==> src/rtl/reset_seq_pkg.sv <==
// Shared definitions for the reset sequencer slice.
// Contents: state encoding (HOLD/WAIT_LOCK/RELEASE/RUN), status widths,
// and the saturating lock-loss counter update used when
// RESET_SEQ_LOSS_COUNT_EN is defined.
package reset_seq_pkg;

  localparam int unsigned SEQ_STATE_W = 2;
  localparam int unsigned LOSS_CNT_W  = 8;

  typedef enum logic [SEQ_STATE_W-1:0] {
    HOLD      = 2'd0,
    WAIT_LOCK = 2'd1,
    RELEASE   = 2'd2,
    RUN       = 2'd3
  } seq_state_e;

  localparam logic [LOSS_CNT_W-1:0] LOSS_CNT_MAX = '1;

  // Saturating increment; a clear landing with an increment yields 1.
  function automatic logic [LOSS_CNT_W-1:0] loss_cnt_next(
    input logic [LOSS_CNT_W-1:0] cnt,
    input logic                  inc,
    input logic                  clr
  );
    logic [LOSS_CNT_W-1:0] nxt;
    nxt = cnt;
    if (inc) begin
      if (clr)                    nxt = LOSS_CNT_W'(1);
      else if (cnt != LOSS_CNT_MAX) nxt = cnt + LOSS_CNT_W'(1);
    end else if (clr) begin
      nxt = '0;
    end
    return nxt;
  endfunction

endpackage

==> src/rtl/reset_sequencer_if.sv <==
// Signal bundle between the reset sequencer and its surroundings.
// Inputs : ext_rst_n_async, pll_locked[NUM_PLLS], sw_rst_req, lock_lost_clr
// Outputs: rst_n_domains[NUM_DOMAINS], rst_n_output, seq_state[2], lock_lost,
//          lock_loss_count[8] (only with RESET_SEQ_LOSS_COUNT_EN defined)
// master = environment side, slave = sequencer side.
interface reset_sequencer_if
  import reset_seq_pkg::*;
#(
  parameter int unsigned NUM_PLLS    = 2,
  parameter int unsigned NUM_DOMAINS = 5
);

  logic                   ext_rst_n_async;
  logic [NUM_PLLS-1:0]    pll_locked;
  logic                   sw_rst_req;
  logic                   lock_lost_clr;
  logic [NUM_DOMAINS-1:0] rst_n_domains;
  logic                   rst_n_output;
  logic [SEQ_STATE_W-1:0] seq_state;
  logic                   lock_lost;
`ifdef RESET_SEQ_LOSS_COUNT_EN
  logic [LOSS_CNT_W-1:0]  lock_loss_count;
`endif

  modport master (
    output ext_rst_n_async,
    output pll_locked,
    output sw_rst_req,
    output lock_lost_clr,
    input  rst_n_domains,
    input  rst_n_output,
    input  seq_state,
`ifdef RESET_SEQ_LOSS_COUNT_EN
    input  lock_loss_count,
`endif
    input  lock_lost
  );

  modport slave (
    input  ext_rst_n_async,
    input  pll_locked,
    input  sw_rst_req,
    input  lock_lost_clr,
    output rst_n_domains,
    output rst_n_output,
    output seq_state,
`ifdef RESET_SEQ_LOSS_COUNT_EN
    output lock_loss_count,
`endif
    output lock_lost
  );

endinterface

==> src/rtl/sync_chain.sv <==
// Multi-flop synchroniser for asynchronous level inputs.
// Ports: clk_input, rst_n_input (sync, active-low, clears every stage),
//        d[WIDTH] async input, q[WIDTH] synchronised output (STAGES flops late).
module sync_chain #(
  parameter int unsigned WIDTH  = 1,
  parameter int unsigned STAGES = 2
) (
  input  logic             clk_input,
  input  logic             rst_n_input,
  input  logic [WIDTH-1:0] d,
  output logic [WIDTH-1:0] q
);

  logic [WIDTH-1:0] stage_q [STAGES];

  // Shift register; stage 0 is the metastability-catching flop.
  always_ff @(posedge clk_input) begin
    if (!rst_n_input) begin
      for (int i = 0; i < int'(STAGES); i++) stage_q[i] <= '0;
    end else begin
      stage_q[0] <= d;
      for (int i = 1; i < int'(STAGES); i++) stage_q[i] <= stage_q[i-1];
    end
  end

  assign q = stage_q[STAGES-1];

endmodule

==> src/rtl/reset_sequencer.sv <==
// Board reset sequencer: supervises the reset button and PLL locks, then
// releases NUM_DOMAINS active-low domain resets one at a time,
// STAGGER_CYCLES apart, before raising rst_n_output in RUN.
// Ports: clk_input, rst_n_input (sync, active-low), bus (reset_sequencer_if.slave,
//        whose NUM_PLLS/NUM_DOMAINS must match this module's parameters).
// Optional: RESET_SEQ_LOSS_COUNT_EN adds bus.lock_loss_count, a saturating
//           count of lock-loss aborts.
module reset_sequencer
  import reset_seq_pkg::*;
#(
  parameter int unsigned NUM_PLLS       = 2,
  parameter int unsigned NUM_DOMAINS    = 5,
  parameter int unsigned SYNC_STAGES    = 4,
  parameter int unsigned HOLD_CYCLES    = 500000,
  parameter int unsigned LOCK_FILTER    = 64,
  parameter int unsigned STAGGER_CYCLES = 16
) (
  input  logic                 clk_input,
  input  logic                 rst_n_input,
  reset_sequencer_if.slave     bus
);

  localparam int unsigned HOLD_W = $clog2(HOLD_CYCLES + 1);
  localparam int unsigned LOCK_W = $clog2(LOCK_FILTER + 1);
  localparam int unsigned STG_W  = $clog2(STAGGER_CYCLES + 1);
  localparam int unsigned IDX_W  = (NUM_DOMAINS > 1) ? $clog2(NUM_DOMAINS) : 1;

  localparam logic [HOLD_W-1:0] HOLD_LAST = HOLD_W'(HOLD_CYCLES - 1);
  localparam logic [LOCK_W-1:0] LOCK_LAST = LOCK_W'(LOCK_FILTER - 1);
  localparam logic [STG_W-1:0]  STG_LAST  = STG_W'(STAGGER_CYCLES - 1);
  localparam logic [IDX_W-1:0]  IDX_LAST  = IDX_W'(NUM_DOMAINS - 1);

  logic                   ext_ok;
  logic [NUM_PLLS-1:0]    locks_sync;
  logic                   all_locked;

  seq_state_e             state_q, state_d;
  logic [HOLD_W-1:0]      hold_q, hold_d;
  logic [LOCK_W-1:0]      lock_q, lock_d;
  logic [STG_W-1:0]       stg_q, stg_d;
  logic [IDX_W-1:0]       idx_q, idx_d;
  logic [NUM_DOMAINS-1:0] dom_q, dom_d;
  logic                   run_q, run_d;
  logic                   lost_q, lost_d;
  logic                   loss_set;
`ifdef RESET_SEQ_LOSS_COUNT_EN
  logic [LOSS_CNT_W-1:0]  cnt_q, cnt_d;
`endif

  // Input synchronisers
  sync_chain #(.WIDTH(1), .STAGES(SYNC_STAGES)) u_ext_sync (
    .clk_input   (clk_input),
    .rst_n_input (rst_n_input),
    .d           (bus.ext_rst_n_async),
    .q           (ext_ok)
  );

  sync_chain #(.WIDTH(NUM_PLLS), .STAGES(SYNC_STAGES)) u_lock_sync (
    .clk_input   (clk_input),
    .rst_n_input (rst_n_input),
    .d           (bus.pll_locked),
    .q           (locks_sync)
  );

  assign all_locked = &locks_sync;

  // Next-state, counters and registered-output next values
  always_comb begin
    state_d  = state_q;
    hold_d   = hold_q;
    lock_d   = lock_q;
    stg_d    = stg_q;
    idx_d    = idx_q;
    dom_d    = dom_q;
    loss_set = 1'b0;

    if (!ext_ok) begin
      state_d = HOLD;
      hold_d  = '0;
      lock_d  = '0;
      stg_d   = '0;
      idx_d   = '0;
      dom_d   = '0;
    end else if (!all_locked && (state_q == RELEASE || state_q == RUN)) begin
      state_d  = WAIT_LOCK;
      hold_d   = '0;
      lock_d   = '0;
      stg_d    = '0;
      idx_d    = '0;
      dom_d    = '0;
      loss_set = 1'b1;
    end else if (bus.sw_rst_req && state_q != HOLD) begin
      state_d = HOLD;
      hold_d  = '0;
      lock_d  = '0;
      stg_d   = '0;
      idx_d   = '0;
      dom_d   = '0;
    end else begin
      unique case (state_q)
        HOLD: begin
          if (hold_q == HOLD_LAST) begin
            state_d = WAIT_LOCK;
            hold_d  = '0;
          end else begin
            hold_d = hold_q + HOLD_W'(1);
          end
        end
        WAIT_LOCK: begin
          if (!all_locked) begin
            lock_d = '0;
          end else if (lock_q == LOCK_LAST) begin
            // Domain 0 is already released in the first RELEASE cycle so
            // every later domain lands a full stagger after its predecessor.
            state_d  = RELEASE;
            lock_d   = '0;
            stg_d    = '0;
            idx_d    = '0;
            dom_d[0] = 1'b1;
          end else begin
            lock_d = lock_q + LOCK_W'(1);
          end
        end
        RELEASE: begin
          if (stg_q == STG_LAST) begin
            stg_d = '0;
            if (idx_q == IDX_LAST) begin
              state_d = RUN;
            end else begin
              idx_d        = idx_q + IDX_W'(1);
              dom_d[idx_d] = 1'b1;
            end
          end else begin
            stg_d = stg_q + STG_W'(1);
          end
        end
        RUN: begin
          state_d = RUN;
        end
        default: begin
          state_d = HOLD;
        end
      endcase
    end

    run_d  = (state_d == RUN);
    // Set wins over a coincident clear.
    lost_d = loss_set | (lost_q & ~bus.lock_lost_clr);
  end

`ifdef RESET_SEQ_LOSS_COUNT_EN
  assign cnt_d = loss_cnt_next(cnt_q, loss_set, bus.lock_lost_clr);
`endif

  // State and output registers
  always_ff @(posedge clk_input) begin
    if (!rst_n_input) begin
      state_q <= HOLD;
      hold_q  <= '0;
      lock_q  <= '0;
      stg_q   <= '0;
      idx_q   <= '0;
      dom_q   <= '0;
      run_q   <= 1'b0;
      lost_q  <= 1'b0;
`ifdef RESET_SEQ_LOSS_COUNT_EN
      cnt_q   <= '0;
`endif
    end else begin
      state_q <= state_d;
      hold_q  <= hold_d;
      lock_q  <= lock_d;
      stg_q   <= stg_d;
      idx_q   <= idx_d;
      dom_q   <= dom_d;
      run_q   <= run_d;
      lost_q  <= lost_d;
`ifdef RESET_SEQ_LOSS_COUNT_EN
      cnt_q   <= cnt_d;
`endif
    end
  end

  assign bus.rst_n_domains = dom_q;
  assign bus.rst_n_output  = run_q;
  assign bus.seq_state     = state_q;
  assign bus.lock_lost     = lost_q;
`ifdef RESET_SEQ_LOSS_COUNT_EN
  assign bus.lock_loss_count = cnt_q;
`endif

endmodule

==> src/flat_wrapper.sv <==
// flat-port wrapper written by rule: the top's interface ports become plain ports
module reset_sequencer_flat import reset_seq_pkg::*;
#(
  parameter int unsigned NUM_PLLS       = 2,
  parameter int unsigned NUM_DOMAINS    = 5,
  parameter int unsigned SYNC_STAGES    = 4,
  parameter int unsigned HOLD_CYCLES    = 500000,
  parameter int unsigned LOCK_FILTER    = 64,
  parameter int unsigned STAGGER_CYCLES = 16
)
  (clk_input, rst_n_input, bus_ext_rst_n_async, bus_pll_locked, bus_sw_rst_req, bus_lock_lost_clr, bus_rst_n_domains, bus_rst_n_output, bus_seq_state, bus_lock_lost);
  reset_sequencer_if #(.NUM_PLLS(NUM_PLLS), .NUM_DOMAINS(NUM_DOMAINS)) bus_i ();
  input  logic clk_input;
  input  logic rst_n_input;
  input wire logic [$bits(bus_i.ext_rst_n_async)-1:0] bus_ext_rst_n_async;
  input wire logic [$bits(bus_i.pll_locked)-1:0] bus_pll_locked;
  input wire logic [$bits(bus_i.sw_rst_req)-1:0] bus_sw_rst_req;
  input wire logic [$bits(bus_i.lock_lost_clr)-1:0] bus_lock_lost_clr;
  output wire logic [$bits(bus_i.rst_n_domains)-1:0] bus_rst_n_domains;
  output wire logic [$bits(bus_i.rst_n_output)-1:0] bus_rst_n_output;
  output wire logic [$bits(bus_i.seq_state)-1:0] bus_seq_state;
  output wire logic [$bits(bus_i.lock_lost)-1:0] bus_lock_lost;
  assign bus_i.ext_rst_n_async = bus_ext_rst_n_async;
  assign bus_i.pll_locked = bus_pll_locked;
  assign bus_i.sw_rst_req = bus_sw_rst_req;
  assign bus_i.lock_lost_clr = bus_lock_lost_clr;
  assign bus_rst_n_domains = bus_i.rst_n_domains;
  assign bus_rst_n_output = bus_i.rst_n_output;
  assign bus_seq_state = bus_i.seq_state;
  assign bus_lock_lost = bus_i.lock_lost;
  reset_sequencer #(.NUM_PLLS(NUM_PLLS), .NUM_DOMAINS(NUM_DOMAINS), .SYNC_STAGES(SYNC_STAGES), .HOLD_CYCLES(HOLD_CYCLES), .LOCK_FILTER(LOCK_FILTER), .STAGGER_CYCLES(STAGGER_CYCLES)) u_core (.clk_input(clk_input), .rst_n_input(rst_n_input), .bus(bus_i));
endmodule
==> config.mk <==
export PLATFORM = sky130hd
export DESIGN_NAME = reset_sequencer_flat
export DESIGN_NICKNAME = d
export VERILOG_FILES = /design/src/rtl/reset_seq_pkg.sv /design/src/rtl/reset_sequencer_if.sv /design/src/rtl/sync_chain.sv /design/src/rtl/reset_sequencer.sv /design/src/flat_wrapper.sv
export SDC_FILE = /design/constraint.sdc
export NUM_CORES = 1
export LEC_CHECK = 0
export BUFFER_PORTS_ARGS = -buffer_cell sky130_fd_sc_hd__buf_2
export CAP_MARGIN = 20
export CORE_ASPECT_RATIO = 1.5
export CORE_MARGIN = 2
export CORE_UTILIZATION = 64
export DETAILED_ROUTE_END_ITERATION = 8
export PLACE_DENSITY_LB_ADDON = 0.08
export SLEW_MARGIN = 5
export SYNTH_ARGS = -nofsm -noshare
export SYNTH_HDL_FRONTEND = slang
export SYNTH_SLANG_ARGS = --single-unit
export TNS_END_PERCENT = 5
==> constraint.sdc <==
create_clock -name clk_input -period 4.65 [get_ports clk_input]
set_input_delay 0.2325 -clock clk_input [delete_from_list [all_inputs] [get_ports clk_input]]
set_output_delay 0.2325 -clock clk_input [all_outputs]
set_load 0.05 [all_outputs]
After elaboration in Yosys (flattened, before gate mapping)
Memories as Yosys holds them, arrays and structs flattened.
Cells that the tools add are included.
{"block": "word_totals", "regBits": 43, "latchBits": 0, "ramBits": 12, "romBits": 0, "in_bits": 7, "out_inout_bits": 9, "elab_cells": 97, "memories": 2}
{"name": "u_core.u_lock_sync.stage_q", "words": 4, "width": 2, "rd": 4, "rd_ports_with_merged_regs": 0, "wr": 4, "line_no": "sync_chain.sv:14", "text": "logic [WIDTH-1:0] stage_q [STAGES];"}
{"name": "u_core.u_ext_sync.stage_q", "words": 4, "width": 1, "rd": 4, "rd_ports_with_merged_regs": 0, "wr": 4, "line_no": "sync_chain.sv:14"}
{"block": "op_classes", "n_addsub": 4, "multipliers": 0, "n_div": 0, "order_cmp": 2, "n_eq_ne": 12, "n_shift": 0, "muxes": 40, "n_bitwise": 15, "reduce_logical": 13}
{"operator": "$mux 2", "count": 12}
{"operator": "$add 19x1->19 const B", "count": 1}
{"operator": "$eq 19x19->1 const B", "count": 1}
{"operator": "$mux 19", "count": 1}
{"operator": "$mux 5", "count": 3}
{"operator": "$mux 7", "count": 2}
{"operator": "$mux 1", "count": 13}
{"operator": "$mux 3", "count": 4}
{"operator": "$pmux 5 s2", "count": 1}
{"operator": "$or 1x1->1", "count": 9}
{"operator": "$pmux 2 s4", "count": 1}
{"operator": "$add 7x1->7 const B", "count": 1}
{"operator": "$eq 7x6->1 const B", "count": 1}
{"operator": "$eq 2x2->1 const B", "count": 3}
{"operator": "$pmux 3 s2", "count": 1}
{"operator": "$reduce_and 3->1", "count": 2}
{"operator": "$add 5x1->5 const B", "count": 1}
{"operator": "$eq 5x4->1 const B", "count": 1}
{"operator": "$or 5x5->5", "count": 1}
{"operator": "$reduce_and 5->1", "count": 1}
{"operator": "$lt 3x4->1 const B", "count": 1}
{"operator": "$ne 2x1->1 const B", "count": 2}
{"operator": "$ne 2x2->1 const B", "count": 2}
{"operator": "$not 1->1", "count": 4}
{"operator": "14 further kinds", "count": 17}

Depth between registers and ports, before layout
{"block": "logic_depth", "ltp_word": 9, "mapped_depth": 8, "depth_no_buf": 6}

By module
A second synthesis with hierarchy kept.
{"block": "unflattened", "hier_cells": 264, "hier_area_um2": 2412.3}
{"module": "reset_sequencer", "instances": 1, "cells_per_inst": 240, "area_per_inst_um2": 2097.0, "seq_area_each_um2": 860.8}
{"module": "sync_chain (u_core.u_lock_sync)", "instances": 1, "cells_per_inst": 16, "area_per_inst_um2": 210.2, "seq_area_each_um2": 160.2}
{"module": "sync_chain (u_core.u_ext_sync)", "instances": 1, "cells_per_inst": 8, "area_per_inst_um2": 105.1, "seq_area_each_um2": 80.1}

Worst setup path before layout
OpenSTA, ideal clock, no wires.
{"block": "synth_timing", "path_kind": "input to register", "from": "input u_core.bus.seq_state[0]", "to": "register u_core.hold_q[14]", "setup_time_ps": 70, "arrival_time_ps": 2240, "t_required_ps": 4580, "path_slack_ps": 2340, "stages": 9, "n_path_buf": 2, "cell_sequence": "dfxtp_1 > inv_1 > ha_1 > a2bb2oi_1 > or3_1 > clkbuf_1 > a31o_2 > buf_2 > a21oi_1"}
{"block": "synth_via", "elab_chain_len": 4, "word_cells_on_any_way": 8, "cone_classes": "eq/ne: 2; reduce/logical: 6"}
{"item": "from (decl)", "line_no": "reset_sequencer_if.sv:46", "text": "output seq_state,"}
{"item": "$eq 2x2->1", "line_no": "reset_sequencer.sv:84", "text": "end else if (!all_locked && (state_q == RELEASE || state_q == RUN)) begin"}
{"item": "$logic_or 1x1->1", "line_no": "reset_sequencer.sv:84"}
{"item": "$logic_and 1x1->1", "line_no": "reset_sequencer.sv:84"}
{"item": "$reduce_or 4->1 (no line)"}
{"item": "to (signal assigned)", "line_no": "reset_sequencer.sv:171", "text": "hold_q <= hold_d;"}
{"item": "to (decl)", "line_no": "reset_sequencer.sv:38", "text": "logic [HOLD_W-1:0] hold_q, hold_d;"}
Several ways; a longest one is shown, not always the timed one.
A chain may end at the register's enable or synchronous reset.

Worst setup path in the final report
{"block": "layout_timing", "from": "input u_core.bus.seq_state[0]", "to": "register u_core.run_q (netlist: u_core.bus.rst_n_output)"}
{"block": "layout_via", "elab_chain_len": 7, "word_cells_on_any_way": 18, "cone_classes": "eq/ne: 4; mux: 9; reduce/logical: 5"}
{"item": "$mux 2, on equally long branches", "line_no": "reset_sequencer.sv:127, reset_sequencer.sv:112"}
{"item": "$mux 2, on equally long branches", "line_no": "reset_sequencer.sv:125, reset_sequencer.sv:110"}
{"item": "$pmux 2 s4", "line_no": "reset_sequencer.sv:100", "text": "unique case (state_q)"}
{"item": "$mux 2", "line_no": "reset_sequencer.sv:92", "text": "end else if (bus.sw_rst_req && state_q != HOLD) begin"}
{"item": "$mux 2 *", "line_no": "reset_sequencer.sv:84"}
{"item": "$mux 2 *", "line_no": "reset_sequencer.sv:77", "text": "if (!ext_ok) begin"}
{"item": "$eq 2x2->1 *", "line_no": "reset_sequencer.sv:146", "text": "run_d = (state_d == RUN);"}
{"item": "to (signal assigned)", "line_no": "reset_sequencer.sv:176", "text": "run_q <= run_d;"}
{"item": "to (decl)", "line_no": "reset_sequencer.sv:43", "text": "logic run_q, run_d;"}
Every way passes the cells marked *; elsewhere a longest branch is shown, timed or not.

==> results.txt <==
status - completed
unrepaired setup endpoints after global routing - no
syn_nets - 294
critical path launch point type - flop
fraction of layout instances using a drive strength above 1 - 0.106
vias - 2012
WP data required - 4.87 ns
ANT nets after route - 0
flops & latches, synth - 55
Fill cells - 317
cell count after synthesis - 278
count of final hold-check violations - 0
largest delay contributor family on the critical path - simple AND/OR/NAND/NOR gates
initial antenna violation count - 0
GPL Wtd Cong - 0.867
min Tclk post-route - 2.60 ns
clock latency on the worst-skew pair - 0.31 ns
post-DP HPWL - 3300 µm
largest area contributor in the netlist - dfxtp_1
die area - 4370 µm²
FP Rows - 27
Area Overhead vs Synth - 8.68%
drt total wl - 4660 µm
Worst IR Drop VDD - 0.299 mV
clk root buf - clkbuf_8
Avg Cell Area, Syn - 8.87 µm²
Buf+Inv Stages, Crit Path - 1
Post-synth EDFFs - 0
Clock Tree Buf Depth - 2
CTS tree - yes
Worst slew margin - 0.499
leakage - 0.915 nW
clock sinks - 55
unique cell type count in the Yosys netlist - 45
crit path kind - reg2reg
top_reg_cell synth - dfxtp_1
# hold bufs at CTS - 0
CP Cell Sequence - inv_1 > ha_1 > a2bb2oi_1 > or3_1 > a31o_2 > nor4_1
number of setup buffers added after CTS - 0
Port Buffers - 15
register area share after synthesis - 0.447
Initial DRT Pass Iterations - 4
Initial Util - 0.669
Slew Viols, Final - 0
largest net degree at the start of global routing - 22
via/cell ratio - 5.99
Yosys warning count - 0
overall power - 816 µW
most frequent cells in the layout - dfxtp_1 (55), nor2_1 (35), a21oi_1 (19)
Critical Path AT - 2.83 ns
vias in the first global route - 1906
H-tree level count - 2
actual slew at the worst max-slew pin - 0.746 ns
total negative slack - 0 ns
nets@finish - 308
die span in y - 80.0 µm
slowest stage delay, CP - 0.61 ns
highest clock rate - 0.384 GHz
synth top area cells - dfxtp_1 (45%), nor2_1 (5.3%), ha_1 (4.6%)
Synth async-reset ratio - 0
power per cell area - 304 nW/µm²
DRT iter0 DRCs - 44
Clock transition at path regs - 0.10 ns
Final setup viols - 0
cts repair resizes - 0
critical path endpoint category - flop
Routed WL per cell - 13.9 µm
die outline width - 54.7 µm
final setup skew - 0.00823 ns
Remaining DRCs - 0
CP Max Fanout - 21
global route overflow - 0
Hold Crit Class - in2reg
all-layer global routing usage - 0.243
Yosys top cell area share - 0.447
CP max stage cell - or3_1
most common cell after layout, fill and taps aside - dfxtp_1
first-pass GRT wire length - 7910 µm
CORE AREA - 3680 µm²
max_cap viols - 0
CTS Buf Count - 5
ant diodes - 0
Ports - 16
Post-Syn Area - 2460 µm²
fin crit share - 0.560
-- cells by family (layout without fill, tap and decap cells) --
group,count (synthesis),after routing,share of synthesized area
compound gates,55,55,0.147
xor+xnor,16,16,0.0569
fa+ha+maj,9,9,0.0457
buf+inv,19,34,0.0315
flops,55,55,0.447
mux,2,2,0.00812
simple gates,122,122,0.264
-- layout make-up --
type | count | area [µm²] | area share
Inverter | 11 | 41.3 | 0.0154
Timing Repair Buffer | 15 | 75.1 | 0.0280
Tap cell | 43 | 53.8 | 0.0201
Multi-Input combinational cell | 204 | 1290 | 0.480
Sequential cell | 55 | 1100 | 0.411
Clock buffer | 6 | 82.6 | 0.0308
Clock inverter | 2 | 38.8 | 0.0145
-- registers in the layout, indices dropped and copies added, names as in the netlist --
name	cells
u_core.bus.seq_state	2
u_core.bus.lock_lost	1
u_core.u_lock_sync.stage_q	8
u_core.bus.rst_n_domains	5
u_core.stg_q	5
u_core.lock_q	7
u_core.hold_q	19
u_core.bus.rst_n_output	1
u_core.idx_q	3
u_core.u_ext_sync.stage_q	4
-- report_power, final --
group          switching (mW)  internal [mW]  leakage, nW
Clock                   0.155          0.177       0.0618
Sequential            0.00109          0.474        0.444
Combinational         0.00367        0.00401        0.409
Total                   0.160          0.655        0.915
-- synth_stat cells (6+ instances only) --
| master | count |
|---|---|
| ha_1 | 9 |
| nor3_1 | 9 |
| nand2_1 | 15 |
| nand4_1 | 7 |
| and2_1 | 12 |
| nand3_1 | 12 |
| nor4_1 | 6 |
| nor2_1 | 35 |
| xnor2_1 | 11 |
| a21oi_1 | 19 |
| dfxtp_1 | 55 |
| inv_1 | 11 |
| o21ai_0 | 11 |
-- worst paths after layout --
| path | from | to | slack (ns) | depth (start not counted) |
|---|---|---|---|---|
| setup / recovery | u_core.bus.seq_state[0] | u_core.bus.rst_n_output | 2.05 | 6 |
| hold / removal | bus_pll_locked[1] | u_core.u_lock_sync.stage_q[0][1] | 0.12 | 2 |
| setup reg to reg | u_core.bus.seq_state[0] | u_core.bus.rst_n_output | 2.05 | 6 |
| hold reg to reg | u_core.u_ext_sync.stage_q[0][2] | u_core.u_ext_sync.stage_q[0][3] | 0.44 | 1 |
-- layer usage --
metal  wire, µm  vias to the layer above  GRT usage
met5          0                        -          0
met4        105                        0      0.105
li1           -                     1023          -
met3        102                        8     0.0468
met1       2000                      952      0.257
met2       2450                       29      0.438
-- stage by stage --
| step | utilization | instance area (µm²) | setup slack [ns] | std cells | hold WS [ns] |
|---|---|---|---|---|---|
| global route | 0.727 | 2680 | 1.87 | 336 | 0.115 |
| floorplan | - | 2460 | 2.34 | 278 | 0.354 |
| CTS | 0.727 | 2680 | 2.01 | 336 | 0.116 |
| finish | 0.727 | 2680 | 2.05 | 336 | 0.118 |
| global placement | 0.695 | 2560 | 2.14 | 328 | 0.413 |
| detailed placement | 0.695 | 2560 | 2.03 | 328 | 0.419 |
Power figures use the tool's default switching activity.
